`config.mk`:
```
export PLATFORM = sky130hd
export DESIGN_NAME = sprite_line_scheduler
export DESIGN_NICKNAME = d
export VERILOG_FILES = /design/src/rtl/sprite_pkg.sv /design/src/rtl/sprite_attr_table.sv /design/src/rtl/sprite_line_scheduler.sv
export SDC_FILE = /design/constraint.sdc
export NUM_CORES = 1
export LEC_CHECK = 0
export CAP_MARGIN = 15
export CORE_ASPECT_RATIO = 2
export CORE_MARGIN = 1
export CORE_UTILIZATION = 54
export CTS_BUF_LIST = sky130_fd_sc_hd__clkbuf_16
export CTS_CLUSTER_DIAMETER = 120
export DETAILED_ROUTE_END_ITERATION = 8
export PLACE_DENSITY = 0.79
export SYNTH_ARGS = -nofsm -noshare
export SYNTH_HDL_FRONTEND = slang
export SYNTH_SLANG_ARGS = --single-unit
```
`constraint.sdc`:
```
create_clock -name i_pix_clk -period 5.35 [get_ports i_pix_clk]
set_input_delay 1.07 -clock i_pix_clk [delete_from_list [all_inputs] [get_ports i_pix_clk]]
set_output_delay 1.07 -clock i_pix_clk [all_outputs]
set_load 0.01 [all_outputs]
```
`src/rtl/sprite_pkg.sv`:
```
// sprite_pkg: shared types and default constants for the sprite line scheduler.
//   sched_state_t : scheduler FSM encoding (IDLE=0, SCAN=1, WAIT=2)
//   DEF_*         : default VGA timing and sprite height
//   Y_NEVER       : attribute y loaded at reset
package sprite_pkg;

  typedef enum logic [1:0] {
    ST_IDLE = 2'd0,
    ST_SCAN = 2'd1,
    ST_WAIT = 2'd2
  } sched_state_t;

  localparam int DEF_H_ACTIVE = 640;
  localparam int DEF_H_TOTAL  = 800;
  localparam int DEF_V_TOTAL  = 525;
  localparam int DEF_SPRITE_H = 8;

  localparam logic [15:0] Y_NEVER = 16'hFFFF;

endpackage

```
`src/rtl/sprite_attr_table.sv`:
```
// sprite_attr_table: sprite (x, y) attribute storage.
//   i_pix_clk, i_rst_n         : clock, asynchronous active-low reset
//   i_we, i_wr_idx, i_wr_x/y   : single write port, takes effect on the clock edge
//   i_rd_idx, o_rd_x/y         : combinational read port (returns pre-write value
//                                on a same-cycle write to the same entry)
// Reset loads every entry with x=0, y=Y_NEVER.
module sprite_attr_table
  import sprite_pkg::*;
#(
  parameter int NUM_SPRITES = 16,
  parameter int IDXW        = $clog2(NUM_SPRITES)
) (
  input  logic            i_pix_clk,
  input  logic            i_rst_n,
  input  logic            i_we,
  input  logic [IDXW-1:0] i_wr_idx,
  input  logic [15:0]     i_wr_x,
  input  logic [15:0]     i_wr_y,
  input  logic [IDXW-1:0] i_rd_idx,
  output logic [15:0]     o_rd_x,
  output logic [15:0]     o_rd_y
);

  logic [15:0] x_q [NUM_SPRITES];
  logic [15:0] y_q [NUM_SPRITES];

  always_ff @(posedge i_pix_clk or negedge i_rst_n) begin
    if (!i_rst_n) begin
      for (int i = 0; i < NUM_SPRITES; i++) begin
        x_q[i] <= '0;
        y_q[i] <= Y_NEVER;
      end
    end else if (i_we) begin
      x_q[i_wr_idx] <= i_wr_x;
      y_q[i_wr_idx] <= i_wr_y;
    end
  end

  assign o_rd_x = x_q[i_rd_idx];
  assign o_rd_y = y_q[i_rd_idx];

endmodule

```
`src/rtl/sprite_line_scheduler.sv`:
```
// sprite_line_scheduler: per-scanline sprite selection for the VGA sprite pipeline.
// During horizontal blanking of line N the attribute table is scanned, one entry
// per clock, and up to SLOTS sprites intersecting line N+1 are collected into a
// shadow set. The shadow set is published at horz H_TOTAL-1 and held for a line.
// Ports:
//   i_pix_clk, i_rst_n            : pixel clock, asynchronous active-low reset
//   i_horz_coord, i_vert_coord    : current raster position
//   i_attr_we/idx/x/y             : attribute table write port
//   o_slot_valid/x/row/idx        : published slots, slot 0 in the LSBs
//   o_overflow                    : more than SLOTS hits (or scan cut short)
//   o_busy                        : scan in progress
// Optional (macro SPRITE_SCHED_STATS_EN):
//   o_hit_count                   : saturating hit total of the published line
//   o_overflow_sticky             : set by an overflow publish, cleared by reset
//                                   or by a write to entry 0
module sprite_line_scheduler
  import sprite_pkg::*;
#(
  parameter int NUM_SPRITES = 16,
  parameter int SLOTS       = 4,
  parameter int SPRITE_H    = DEF_SPRITE_H,
  parameter int H_ACTIVE    = DEF_H_ACTIVE,
  parameter int H_TOTAL     = DEF_H_TOTAL,
  parameter int V_TOTAL     = DEF_V_TOTAL,
  parameter int IDXW        = $clog2(NUM_SPRITES)
) (
  input  logic                 i_pix_clk,
  input  logic                 i_rst_n,
  input  logic [15:0]          i_horz_coord,
  input  logic [15:0]          i_vert_coord,
  input  logic                 i_attr_we,
  input  logic [IDXW-1:0]      i_attr_idx,
  input  logic [15:0]          i_attr_x,
  input  logic [15:0]          i_attr_y,
  output logic [SLOTS-1:0]     o_slot_valid,
  output logic [16*SLOTS-1:0]  o_slot_x,
  output logic [8*SLOTS-1:0]   o_slot_row,
  output logic [IDXW*SLOTS-1:0] o_slot_idx,
  output logic                 o_overflow,
`ifdef SPRITE_SCHED_STATS_EN
  output logic [7:0]           o_hit_count,
  output logic                 o_overflow_sticky,
`endif
  output logic                 o_busy
);

  localparam int CNTW = $clog2(SLOTS + 1);

  sched_state_t state_q, state_d;

  logic [IDXW-1:0]       ptr_q;
  logic [15:0]           target_q;
  logic [CNTW-1:0]       cnt_q;
  logic [SLOTS-1:0]      sh_valid_q;
  logic [16*SLOTS-1:0]   sh_x_q;
  logic [8*SLOTS-1:0]    sh_row_q;
  logic [IDXW*SLOTS-1:0] sh_idx_q;
  logic                  sh_ovf_q;

  logic [15:0] rd_x, rd_y, diff;
  logic        hit, last, start, publish, scanning, ovf_pub;

  sprite_attr_table #(
    .NUM_SPRITES (NUM_SPRITES),
    .IDXW        (IDXW)
  ) u_table (
    .i_pix_clk (i_pix_clk),
    .i_rst_n   (i_rst_n),
    .i_we      (i_attr_we),
    .i_wr_idx  (i_attr_idx),
    .i_wr_x    (i_attr_x),
    .i_wr_y    (i_attr_y),
    .i_rd_idx  (ptr_q),
    .o_rd_x    (rd_x),
    .o_rd_y    (rd_y)
  );

  // Unsigned 16-bit wrap lets sprites straddle the top of the frame.
  assign diff     = target_q - rd_y;
  assign hit      = diff < 16'(SPRITE_H);
  assign last     = ptr_q == IDXW'(NUM_SPRITES - 1);
  assign publish  = i_horz_coord == 16'(H_TOTAL - 1);
  assign scanning = state_q == ST_SCAN;
  assign start    = (state_q == ST_IDLE) && (state_d == ST_SCAN);
  // A publish that lands mid-scan means the line was too short to finish.
  assign ovf_pub  = sh_ovf_q | scanning;
  assign o_busy   = scanning;

  always_ff @(posedge i_pix_clk or negedge i_rst_n) begin
    if (!i_rst_n) state_q <= ST_IDLE;
    else          state_q <= state_d;
  end

  always_comb begin
    state_d = state_q;
    if (publish) begin
      state_d = ST_IDLE;
    end else begin
      case (state_q)
        ST_IDLE: if (i_horz_coord == 16'(H_ACTIVE)) state_d = ST_SCAN;
        ST_SCAN: if (last) state_d = ST_WAIT;
        default: state_d = state_q;
      endcase
    end
  end

  always_ff @(posedge i_pix_clk or negedge i_rst_n) begin
    if (!i_rst_n) begin
      ptr_q        <= '0;
      target_q     <= '0;
      cnt_q        <= '0;
      sh_valid_q   <= '0;
      sh_x_q       <= '0;
      sh_row_q     <= '0;
      sh_idx_q     <= '0;
      sh_ovf_q     <= 1'b0;
      o_slot_valid <= '0;
      o_slot_x     <= '0;
      o_slot_row   <= '0;
      o_slot_idx   <= '0;
      o_overflow   <= 1'b0;
    end else begin
      if (start) begin
        target_q   <= (i_vert_coord == 16'(V_TOTAL - 1)) ? 16'd0 : i_vert_coord + 16'd1;
        ptr_q      <= '0;
        cnt_q      <= '0;
        sh_valid_q <= '0;
        sh_x_q     <= '0;
        sh_row_q   <= '0;
        sh_idx_q   <= '0;
        sh_ovf_q   <= 1'b0;
      end else if (scanning) begin
        ptr_q <= ptr_q + IDXW'(1);
        if (hit) begin
          // Index order plus first-free-slot fill gives lower indices priority.
          if (cnt_q < CNTW'(SLOTS)) begin
            for (int s = 0; s < SLOTS; s++) begin
              if (CNTW'(s) == cnt_q) begin
                sh_valid_q[s]               <= 1'b1;
                sh_x_q[s*16 +: 16]          <= rd_x;
                sh_row_q[s*8 +: 8]          <= diff[7:0];
                sh_idx_q[s*IDXW +: IDXW]    <= ptr_q;
              end
            end
            cnt_q <= cnt_q + CNTW'(1);
          end else begin
            sh_ovf_q <= 1'b1;
          end
        end
      end
      if (publish) begin
        o_slot_valid <= sh_valid_q;
        o_slot_x     <= sh_x_q;
        o_slot_row   <= sh_row_q;
        o_slot_idx   <= sh_idx_q;
        o_overflow   <= ovf_pub;
      end
    end
  end

`ifdef SPRITE_SCHED_STATS_EN
  logic [7:0] sh_hits_q;

  always_ff @(posedge i_pix_clk or negedge i_rst_n) begin
    if (!i_rst_n) begin
      sh_hits_q         <= '0;
      o_hit_count       <= '0;
      o_overflow_sticky <= 1'b0;
    end else begin
      if (start) begin
        sh_hits_q <= '0;
      end else if (scanning && hit && (sh_hits_q != 8'hFF)) begin
        sh_hits_q <= sh_hits_q + 8'd1;
      end
      if (publish) o_hit_count <= sh_hits_q;
      // A fresh overflow takes precedence over a same-cycle clear.
      if (publish && ovf_pub) begin
        o_overflow_sticky <= 1'b1;
      end else if (i_attr_we && (i_attr_idx == '0)) begin
        o_overflow_sticky <= 1'b0;
      end
    end
  end
`else
  // Statistics disabled: no hit counter or sticky overflow state.
`endif

endmodule

```
# --- Word level (Yosys, flattened, before mapping) ---
# Index checks and enable logic that the tools add are counted.
totals:
  mem_bits_rw: 0
  ff_bits: 771
  input_bits: 71
  out_inout_bits: 118
  latchBits: 0
  romBits: 0
  mem_count: 0
  elab_cells: 154
classes:
  muxes: 57
  addsub: 4
  bitwise_logic: 3
  n_reduce_logical: 17
  eq_ne: 10
  order_cmp: 5
  n_div: 0
  n_mul: 0
  shift: 0
op_table:
  columns: ["operator", "count"]
  rows:
  - ["$bwmux W256", 2]
  - ["$mux W64", 4]
  - ["$mux W16", 14]
  - ["$bmux W16 S4", 2]
  - ["$mux W32", 4]
  - ["$demux W16 S4", 1]
  - ["$eq A16 B10 Y1 const B", 3]
  - ["$mux W4", 10]
  - ["$mux W8", 4]
  - ["$add A16 B1 Y16 const B", 1]
  - ["$lt A16 B4 Y1 const B", 1]
  - ["$reduce_and A4 Y1", 4]
  - ["$sub A16 B16 Y16", 1]
  - ["$reduce_bool A2 Y1", 7]
  - ["$mux W3", 4]
  - ["$ge A5 B5 Y1 const B", 2]
  - ["$not A4 Y5", 2]
  - ["$mux W1", 8]
  - ["$eq A2 B3 Y1 const A", 2]
  - ["$mux W2", 3]
  - ["$reduce_and A3 Y1", 2]
  - ["$lt A5 B1 Y1 const B", 1]
  - ["$add A4 B1 Y4 const B", 1]
  - ["$eq A2 B1 Y1 const B", 2]
  - ["10 further kinds", 11]

# --- Longest topological paths before layout ---
depth:
  ltp_word: 10
  ltp_mapped: 18

# --- Hierarchy ---
# From an unflattened synthesis, not the netlist that was laid out.
hier_totals:
  hier_cells: 2554
  area_unflattened_um2: 34332.9
modules_own_cells:
  columns: ["module", "seq_area_each_um2", "cells_each", "area_per_inst_um2", "n_inst"]
  rows:
  - ["sprite_attr_table", 13132.6, 1404, 23094.6, 1]
  - ["sprite_line_scheduler", 6481.2, 1150, 11238.3, 1]

# --- Least setup slack after synthesis ---
# Ideal clock, no wire load.
synth_path:
  path_type: "reg2reg"
  from: "register ptr_q[0]"
  to: "register sh_x_q[10]"
  n_path_buf: 6
  arrival_ns: 5.397
  slack_ns: -0.171
  period_less_slack_ns: 5.521
  setup_time_ns: 0.124
  stages_incl_launch_ff: 19
  t_required_ns: 5.226
  path_cell_list: "dfrtp_1 clkbuf_1 clkbuf_1 buf_2 buf_1 mux4_2 mux4_2 ha_1 fa_1 nand2b_1 a211oi_1 o21ai_1 mux2i_1 nand2_1 nor4_1 nand4_1 buf_2 buf_6 mux2i_1"
synth_via:
  elab_chain_cells: 9
  word_cells_on_any_way: 25
synth_lines:
  columns: ["element", "line_no", "rtl"]
  rows:
  - ["start: declaration", "sprite_line_scheduler.sv:51", "logic [IDXW-1:0] ptr_q;"]
  - ["start signal: assignment", "sprite_line_scheduler.sv:133", "ptr_q <= ptr_q + IDXW'(1);"]
  - ["parallel branches: the longest is 9 deep, another holds $sub A16 B16 Y16", null, null]
  - ["end signal: indexed assignment", "sprite_line_scheduler.sv:140", "sh_x_q[s*16 +: 16] <= rd_x;"]
  - ["end: declaration", "sprite_line_scheduler.sv:55", "logic [16*SLOTS-1:0] sh_x_q;"]
# Parallel ways; which one is timed is not known. The select of a mux whose other input is x is not followed.
# A chain may end at the register's enable or synchronous reset.

# --- Worst setup path in the final report ---
layout_path:
  from: "register ptr_q[0]"
  to: "register sh_x_q[8]"
# Same word-level chain as after synthesis.

==> reports/qor.txt <==
Status: finished clean
Antenna cells: 0
Via count: 19,600
Final wirelength: 81.7 mm
Worst path arrival time: 5.46 ns
Final HPWL from detailed placement: 51.3 mm
Worst skew pair latency: 0.61 ns
Post-synth EDFFs: 0
Layout cells sized above 1: 0.495
VDD IR max: 0.221 mV
Antenna violations before repair: 3
Commonest cells after routing, fill and taps aside: mux2_2 (627), dfrtp_1 (511), dfstp_2 (256), clkdlybuf4s50_1 (187), nand2_1 (160)
Mapped Area: 0.0342 mm²
H-tree levels: 3
Cells after synthesis: 2,250
Ys flop type: dfrtp_1
WP data required: 5.87 ns
Remaining global-route overflow: 0
CTS root buf: clkbuf_16
Seq cells post-synth: 771
Setup TNS: 0 ns
Leak: 17.4 nW
Distinct cells, synth: 49
Via density: 6.06
Area delta synth->final: 14.4%
Setup violators final: 0
GRT Util Overall: 0.263
Synth warn: 0
CTS tree: yes
Row count: 130
CP Class: reg2reg
Die Wd: 180 µm
First-pass GRT wire length: 128 mm
Pwr Total: 14.4 mW
Final nets: 2,487
Core outline area: 0.0628 mm²
Drt drc: 0
Seq/Total Area, Yosys: 0.573
Slowest CP cell: dfrtp_4
Internal power: 10.9 mW
Worst-Margin Slew: 1.04 ns
Die Ht: 358 µm
Sequential group share of total power: 0.523
CP Capture Type: flip-flop
PD cells: 368 mW/mm²
Largest net degree at the start of global routing: 163
Max Cap Violations: 0
Vias in the first global route: 21,600
Reg2Reg Depth: 13
Max Fclk: 203 MHz
Commonest non-fill, non-tap cell in the layout: mux2_2
CP Cell Sequence: mux4_2 > mux4_2 > ha_1 > fa_1 > nand2b_1 > a211oi_2 > o21ai_0 > o311ai_0 > nor4_2 > buf_4 > nand4_1 > buf_4 > mux2i_1
DP Area: 0.0370 mm²
Largest stage delay, worst path: 0.66 ns
Synth async-reset ratio: 1.00
Final Cell Area: 0.0391 mm²
Initial Util: 0.545
Io pins: 189
I/O Buffers: 188
Switching pwr: 3.53 mW
Routed length per instance: 25.3 µm
Die area: 0.0645 mm²
Fin crit period: 4.94 ns
Worst min path class: in2async
Combinational share of power: 0.148
Post-Syn Nets: 2,346
Clk pwr share: 0.330
Syn avg cell area: 15.2 µm²
Num CTS Buffers: 68
First-pass DRT Iterations: 5
Worst Path Max Fanout: 29
CP Launch Type: flip-flop
Clk buf depth: 3
Final Hold Vio Count: 0
Switch share: 0.245
Placer Congestion: 0.852
RSZ-0062 raised after global routing: no
Detailed Route Iter0 Violations: 1,362
Post-route clock period utilization: 0.923
Max_slew headroom: 0.306
Final antenna-violating net count: 0
Final clock skew: 0.0276 ns
Hold_buf cts: 0
# clock sinks: 771
Final setup margin: 0.414 ns
Clock-pin slew on the worst setup and hold paths: 0.07 ns
Pre-CTS setup slack: 0.177 ns
Fin. max-slew vios: 0
cells in the mapped netlist, drive strengths merged, types with 3 or more instances:
library cell	count	area (µm²)
a21oi	19	95.1
and3	25	156
buf	46	219
clkbuf	119	447
dfrtp	515	12900
dfstp	256	6730
ha	24	300
inv	32	120
mux2	627	7060
mux2i	97	971
mux4	159	3580
nand2	162	608
nand2b	13	81.3
nand3	12	60.1
nand4	10	62.6
nor2	27	101
nor2b	10	62.6
nor3	10	50.1
nor4	7	58.8
o21ai	29	145
o22ai	3	18.8
or3	3	18.8
xnor2	10	87.6
xor2	13	114
per-layer routing:
| layer | share of wire | wire (µm) | GRT usage |
|---|---|---|---|
| met1 | 0.38 | 30800 | 0.312 |
| met2 | 0.54 | 43900 | 0.471 |
| met3 | 0.040 | 3280 | 0.0341 |
| met4 | 0.046 | 3740 | 0.130 |
| met5 | 0.00028 | 23 | 0 |
metrics by stage:
| stage | std cells | util | hold slack (ns) |
|---|---|---|---|
| after CTS | 3236 | 0.623 | 0.499 |
| after global routing | 3236 | 0.624 | 0.515 |
| after floorplan | 2250 | - | 0.456 |
| after detailed placement | 3113 | 0.590 | 0.483 |
| final | 3236 | 0.624 | 0.459 |
| after global placement | 3113 | 0.590 | 0.473 |
power by group through the flow:
stage	clock [mW]	combinational, mW	sequential, mW
after floorplan	0	1.56	7.41
after global placement	0	2.04	7.51
after detailed placement	0	2.14	7.62
after CTS	4.85	2.15	7.52
after global routing	5.06	2.29	7.63
final	4.75	2.13	7.53
area by class of cell:
class | count | area, µm²
Clock inverter | 53 | 368
Fill cell | 4554 | 23600
Tap cell | 792 | 991
Clock buffer | 70 | 1750
Sequential cell | 771 | 19600
Inverter | 32 | 120
Multi-Input combinational cell | 1282 | 13900
Timing Repair Buffer | 236 | 2360
critical path, delay by kind of cell, from the launching register on:
kind	cells	cell delay [ns]
AOI/OAI and AO/OA	3	1.16
adders and majority gates	2	0.62
buffers and inverters	2	0.64
DFF	1	0.66
muxes	3	1.36
and+or+nand+nor	3	0.36
final timing paths:
kind | startpoint | slack [ns] | end
max | ptr_q[0] | 0.41 | sh_x_q[8]
min | i_rst_n | 0.46 | o_slot_row[19]
max reg2reg | ptr_q[0] | 0.41 | sh_x_q[8]
min reg2reg | o_slot_valid[2] | 0.50 | o_slot_valid[2]
max in group asynchronous | i_rst_n | 3.49 | u_table.x_q[25]
min in group i_pix_clk | o_slot_valid[2] | 0.50 | o_slot_valid[2]
flip-flops by register name, indices dropped and copies added (netlist names), 16 cells and up:
register and cells:
u_table.x_q 256, u_table.y_q 256, o_slot_x 64, sh_x_q 64
o_slot_row 32, sh_row_q 32, o_slot_idx 16, sh_idx_q 16
target_q 16
logic make-up after synthesis:
kind of cell / count (synthesis) / synth area share
and+or+nand+nor: 284 / 0.0380
buffers and inverters: 197 / 0.0230
xor gates and xnor gates: 23 / 0.00588
DFF: 771 / 0.573
adders and majority gates: 25 / 0.00936
AOI/OAI and AO/OA: 67 / 0.0116
muxes: 883 / 0.339
timing repair:
| action | 4_1_cts | 5_1_grt |
|---|---|---|
| gates resized for setup | 0 | 1 |
| buffers inserted | 0 | 0 |
| endpoints found under the setup margin | 0 | 116 |
No activity file was read; power rests on OpenSTA's default activity.
